<file path="src/rtl/balanced_out_collector.sv">
// Back end for a path-balanced combinational netlist: tracks in-flight launches, captures
// net_out exactly DEPTH cycles after each launch, and queues results behind valid/ready.
module balanced_out_collector #(
    parameter int WIDTH      = 2,
    parameter int DEPTH      = 4,
    parameter int FIFO_DEPTH = 8,
    parameter int CW         = $clog2(FIFO_DEPTH + 1)
) (
    input  logic             clk,
    input  logic             rst_n,
    input  logic             in_valid,
    output logic             in_ready,
    input  logic [WIDTH-1:0] net_out,
    output logic             out_valid,
    input  logic             out_ready,
    output logic [WIDTH-1:0] out_data,
    output logic [CW-1:0]    credit_cnt,
    output logic             err_ovf
);

    localparam int PW = (FIFO_DEPTH > 1) ? $clog2(FIFO_DEPTH) : 1;

    logic [DEPTH-1:0] pipe;
    logic [WIDTH-1:0] mem [FIFO_DEPTH];
    logic [PW-1:0]    rd_ptr;
    logic [PW-1:0]    wr_ptr;
    logic [CW-1:0]    count;
    logic             launch;
    logic             pop;
    logic             capture;
    logic             full;
    logic             do_push;

    // A credit stands for one FIFO slot reserved by a launch still in the pipe or queued.
    assign in_ready  = (credit_cnt != '0);
    assign launch    = in_valid & in_ready;
    assign out_valid = (count != '0);
    assign pop       = out_valid & out_ready;
    assign capture   = pipe[DEPTH-1];
    assign full      = (count == CW'(FIFO_DEPTH));
    assign do_push   = capture & (~full | pop);
    assign out_data  = out_valid ? mem[rd_ptr] : '0;

    function automatic logic [PW-1:0] next_ptr(input logic [PW-1:0] p);
        return (p == PW'(FIFO_DEPTH - 1)) ? '0 : p + PW'(1);
    endfunction

    // NOTE: sequential state uses non-blocking assignments so every register samples pre-edge values.
    always_ff @(posedge clk or negedge rst_n) begin
        if (!rst_n) begin
            pipe       <= '0;
            rd_ptr     <= '0;
            wr_ptr     <= '0;
            count      <= '0;
            credit_cnt <= CW'(FIFO_DEPTH);
            err_ovf    <= 1'b0;
        end else begin
            pipe[0] <= launch;
            for (int k = 1; k < DEPTH; k++) begin
                pipe[k] <= pipe[k-1];
            end

            if (launch && !pop) begin
                credit_cnt <= credit_cnt - CW'(1);
            end else if (pop && !launch) begin
                credit_cnt <= credit_cnt + CW'(1);
            end

            if (do_push) begin
                wr_ptr <= next_ptr(wr_ptr);
            end
            if (pop) begin
                rd_ptr <= next_ptr(rd_ptr);
            end

            case ({do_push, pop})
                2'b10:   count <= count + CW'(1);
                2'b01:   count <= count - CW'(1);
                default: count <= count;
            endcase

            if (capture && full && !pop) begin
                err_ovf <= 1'b1;
            end
        end
    end

    // NOTE: storage is not reset; out_data is masked by out_valid so stale contents never leak.
    always_ff @(posedge clk) begin
        if (do_push) begin
            mem[wr_ptr] <= net_out;
        end
    end

endmodule

</file>
<file path="config.mk">
export PLATFORM = sky130hd
export DESIGN_NAME = balanced_out_collector
export DESIGN_NICKNAME = d
export VERILOG_FILES = /design/src/rtl/balanced_out_collector.sv
export SDC_FILE = /design/constraint.sdc
export NUM_CORES = 1
export LEC_CHECK = 0
export CELL_PAD_IN_SITES_DETAIL_PLACEMENT = 1
export CELL_PAD_IN_SITES_GLOBAL_PLACEMENT = 1
export CORE_MARGIN = 3
export CORE_UTILIZATION = 46
export DETAILED_ROUTE_END_ITERATION = 16
export HOLD_SLACK_MARGIN = 0.08
export PLACE_DENSITY = 0.83
export SLEW_MARGIN = 30
export SYNTH_ARGS = -nofsm -noshare
export SYNTH_HDL_FRONTEND = slang
export SYNTH_SLANG_ARGS = --single-unit
export TNS_END_PERCENT = 20
</file>
<file path="constraint.sdc">
create_clock -name clk -period 3.3 [get_ports clk]
set_input_delay 0.66 -clock clk [delete_from_list [all_inputs] [get_ports clk]]
set_output_delay 0.66 -clock clk [all_outputs]
set_load 0.03 [all_outputs]
</file>
Yosys cells after proc, flatten, opt, wreduce, memory -nomap -nowiden. Memories as Yosys holds them, arrays and structs flattened. Index checks and enable logic that the tools add are counted.

Input bits: 6. Memories: 1. Memory bits (writable): 16. Word-level logic and storage cells: 41. Register bits: 19. Output and inout port bits: 9.

Memories: mem (depth 8, width 2, rd ports 1, clocked after memory_dff 0, wr ports 1, line 24) `logic [WIDTH-1:0] mem [FIFO_DEPTH];`.

Reduce and logical (&&, ||, !) cells: 10. Multiplexer cells: 8. $add $sub $neg: 6. Bitwise gates (word level): 5. Eq/ne operators: 5.

Operator list (number): $add 4x1->4 const B (2); $mux 4 (2); $pmux 4 s2 (1); $reduce_bool 4->1 (2); $sub 4x1->4 const B (2); $add 3x1->3 const B (2); $eq 3x3->1 const B (2); $mux 3 (2); $eq 4x4->1 const B (1); $logic_and 1x1->1 (4); $reduce_bool 2->1 (2); $and 1x1->1 (3); $eq 2x1->1 const B (1); $eq 2x2->1 const B (1); $logic_not 1->1 (2); $mux 1 (2); $mux 2 (1); $not 1->1 (1); $or 1x1->1 (1).

Logic depth before layout (Yosys ltp).
Depth after elaboration: 6. Mapped depth: 10. Gate-level depth less buffers: 7.

Least setup slack after synthesis. OpenSTA, ideal clock, no wires.

Path type: flip-flop to flip-flop. Start point: register count[1]. End point: register credit_cnt[2]. Path buffers: 3. Data required time: 3174 ps. Setup time: 126 ps. Slack: 797 ps. Cell stages (with the launch flop): 11. Period minus slack after synthesis: 2503 ps. Arrival: 2377 ps. Cell sequence: dfrtp_1 -> buf_6 -> o41ai_2 -> buf_2 -> ha_1 -> clkbuf_1 -> xor2_1 -> ha_1 -> nor3_1 -> mux2i_1 -> a221o_1.

Word-level cells in the longest chain between the ends: 5. Elaborated cells between the ends (all ways): 7. Classes of those cells: 1 x mux; 1 x bitwise; 5 x reduce/logical.

Ends and longest elaborated chain: from (decl) (line 27) `logic [CW-1:0] count;`; from (signal assigned) (line 77) `2'b10: count <= count + CW'(1);`; from (signal assigned) (line 78) `2'b01: count <= count - CW'(1);`; from (signal assigned) (line 79) `default: count <= count;`; $reduce_bool 4->1 * (line 37) `assign out_valid = (count != '0);`; $and 1x1->1 * (line 38) `assign pop = out_valid & out_ready;`; $logic_not 1->1 (line 63) `if (launch && !pop) begin`; $logic_and 1x1->1 (line 63); $mux 4 or $reduce_bool 2->1 (tied branches); to (signal assigned) (line 55) `credit_cnt <= CW'(FIFO_DEPTH);`; to (signal assigned) (line 64) `credit_cnt <= credit_cnt - CW'(1);`; to (signal assigned) (line 66) `credit_cnt <= credit_cnt + CW'(1);`; to (decl) (line 17) `output logic [CW-1:0] credit_cnt,`.

Mark *: on every way between the ends. The rest lies on a longest branch, timed or not. A chain may end at the register's enable or synchronous reset.

Worst setup path in the final report.
Start point: register rd_ptr[0]. End point: output out_data[0].

Word-level cells in the longest chain between the ends: 2.

Ends and longest elaborated chain: from (decl) (line 25) `logic [PW-1:0] rd_ptr;`; from (signal assigned) (line 73) `rd_ptr <= next_ptr(rd_ptr);`; $mem_v2 8x2; $mux 2 (line 42) `assign out_data = out_valid ? mem[rd_ptr] : '0;`; to (decl) (line 16) `output logic [WIDTH-1:0] out_data,`.

Every way passes these cells.

==> flow_summary.json <==
{
  "drtIter0Drc": 65,
  "cp.required_ns": 2.64,
  "avgSynthCellArea_um2": 12.2,
  "hold_viol": 0,
  "layout-drive-gt1-share": 0.127,
  "p_total_uw": 1870,
  "cts_sinks": 35,
  "dpl.hpwl_mm": 2.52,
  "hold_slack_ns": 0.315,
  "grt.total_usage": 0.184,
  "post-cts-setup-buffers": 0,
  "fmax_ghz": 0.347,
  "vias": 1144,
  "grt_pass1_vias": 1222,
  "rsz0062_at_grt": "no",
  "hold_buffers": 0,
  "ir_worst_vdd_v": 0.000502,
  "diodes": 0,
  "clk_latency_ns": 0.28,
  "numPortBuffers": 14,
  "cap_viol_max_count": 0,
  "instances_no_fill": 203,
  "pwr-share-clk": 0.155,
  "regArea_um2": 957,
  "multi_input_area_um2": 704,
  "synthTopCellsByArea": "edfxtp_1, dfrtp_1, mux4_2",
  "ctsResizeCount": 0,
  "min_period_over_period": 0.874,
  "slew_headroom": 0.646,
  "synth_common_cells": "dfrtp_1, edfxtp_1, nand2_1",
  "gr-total-overflow": 0,
  "clk_path_buf_depth": 2,
  "finish.utilization": 0.567,
  "die_y_um": 67.1,
  "synth_seq_cells": 35,
  "syn-cell-area_um2": 1720,
  "die_area_um2": 4510,
  "start_util": 0.496,
  "cts_max_level": 2,
  "setup_violations": 0,
  "netSwitchingPower_uw": 760,
  "finalClockSkew_ns": 0.00517,
  "coreArea_um2": 3470,
  "die_w_um": 67.1,
  "place_inst": 195,
  "end_kind": "primary output",
  "setup-tns-final_ns": 0,
  "maxSlewViolCount": 0,
  "regToRegStartpoint": "credit_cnt[1]",
  "crit_start": "rd_ptr[0]",
  "yosysUniqueCellTypes": 39,
  "synth_top_area_share": 0.279,
  "synthCells": 141,
  "hold_path_class": "in -> async",
  "ys.flop_type": "dfrtp_1",
  "p_per_area_nw_per_um2": 954,
  "rows": 21,
  "min_period_ns": 2.88,
  "p_int_uw": 1110,
  "critPathArrivalTime_ns": 2.22,
  "io_pins": 15,
  "grt_start_max_net_pins": 20,
  "criticalPathCategory": "reg -> out",
  "crit_path_end": "out_data[0]",
  "wl_mm": 3.45,
  "cts_buffers": 5,
  "fillers": 377,
  "cts-root-buf": "clkbuf_8",
  "clk_pin_slew_ns": 0.07,
  "combinationalPowerShare": 0.433,
  "async_flop_share": 0.543,
  "synth_edf_count": 16,
  "ant_nets": 0,
  "yosysTopAreaCell": "edfxtp_1",
  "reg2reg_slack_ns": 0.93,
  "crit_path_start_kind": "flop",
  "gp_congestion": 0.868,
  "swShare": 0.406,
  "wire_per_inst_um": 17.0,
  "tightest_slew_ns": 0.526,
  "ff2ff_path_depth": 7,
  "synth_warnings": 0,
  "firstDrtPassIters": 4,
  "syn_nets": 154,
  "drc": 0,
  "grt_pass1_wl_mm": 5.95,
  "rr_endpoint": "credit_cnt[2]",
  "ys_seq_area_frac": 0.557,
  "critPathMaxFanout": 7,
  "outcome": "complete, no violations",
  "vias_per_cell": 5.64,
  "area_growth_pct": 14.3,
  "seqPwrFrac": 0.413,
  "cts_tree": "built",
  "nets": 169,
  "antenna_found_initial": 0,
  "p_leak_uw": 0.000765,
  "synth_most_common_cell": "dfrtp_1"
}
## per-layer routing
layer	vias to the layer above	GRT usage	share of wire
li1	553	-	-
met1	573	0.235	0.46
met2	14	0.294	0.50
met3	4	0.0649	0.027
met4	0	0.0532	0.0084
met5	-	0	0
## flip-flops by register name, indices dropped and copies added, names as in the netlist
name,flops
mem,16
err_ovf,1
wr_ptr,3
pipe,4
count,4
credit_cnt,4
rd_ptr,3
## worst max-delay path, cell delays in order, from the launching register on
cell and delay (ns):
dfrtp_1 0.53, mux4_2 0.57, mux2i_1 0.17, nor2_1 0.06
clkdlybuf4s50_1 0.61
## cells by family after synthesis
logic type,synth area share
flip-flops,0.557
AO/OA/AOI/OAI,0.111
adder cells (fa/ha/maj),0.0509
AND/OR/NAND/NOR,0.141
XOR/XNOR,0.0306
multiplexers,0.0764
buffers and inverters,0.0335
## cell usage in the layout (no fill, tap or decap), types with 2 or more instances in the layout
cell type / synthesis / final
dfrtp_1: 18 / 18
edfxtp_1: 16 / 16
nand2_1: 14 / 14
clkdlybuf4s50_1: 0 / 13
nor2_1: 10 / 10
nor3_1: 8 / 8
ha_1: 7 / 7
inv_1: 6 / 6
clkbuf_8: 0 / 5
mux4_2: 4 / 4
nand2b_1: 4 / 4
o21ai_0: 4 / 4
nand3_1: 4 / 4
xor2_1: 3 / 3
nor4_1: 3 / 3
mux2i_1: 3 / 3
xnor2_1: 3 / 3
a21oi_1: 3 / 3
o41a_1: 2 / 2
a21o_1: 2 / 2
a211oi_1: 2 / 2
a31oi_1: 2 / 2
clkbuf_1: 5 / 2
## through the flow
stage          cell area, um2  setup WS, ns
3_3_place_gp             1890         0.567
3_5_place_dp             1890         0.476
4_1_cts                  1970         0.374
2_1_floorplan            1720         0.797
6_report                 1970         0.417
5_1_grt                  1970         0.246
## power groups by stage
stage | Sequential [uW] | Clock [uW] | Combinational [uW]
6_report | 773 | 290 | 811
5_1_grt | 804 | 321 | 900
4_1_cts | 774 | 300 | 822
3_5_place_dp | 781 | 0 | 815
3_3_place_gp | 770 | 0 | 765
2_1_floorplan | 758 | 0 | 567
## cell type report
type,count,share of cell area
clock inverters,1,0.00255
clock buffers,7,0.0388
multi-input cells,93,0.358
inverters,6,0.0115
repair buffers,15,0.0726
well taps,46,0.0293
flip-flops and latches,35,0.487
## worst min path at each step
stage / to / slack, ns
floorplan: pipe[1] / 0.33
global placement: pipe[3] / 0.33
detailed placement: pipe[2] / 0.34
CTS: pipe[2] / 0.36
global route: rd_ptr[0] / 0.33
finish: count[2] / 0.32
Power figures use the tool's default switching activity.
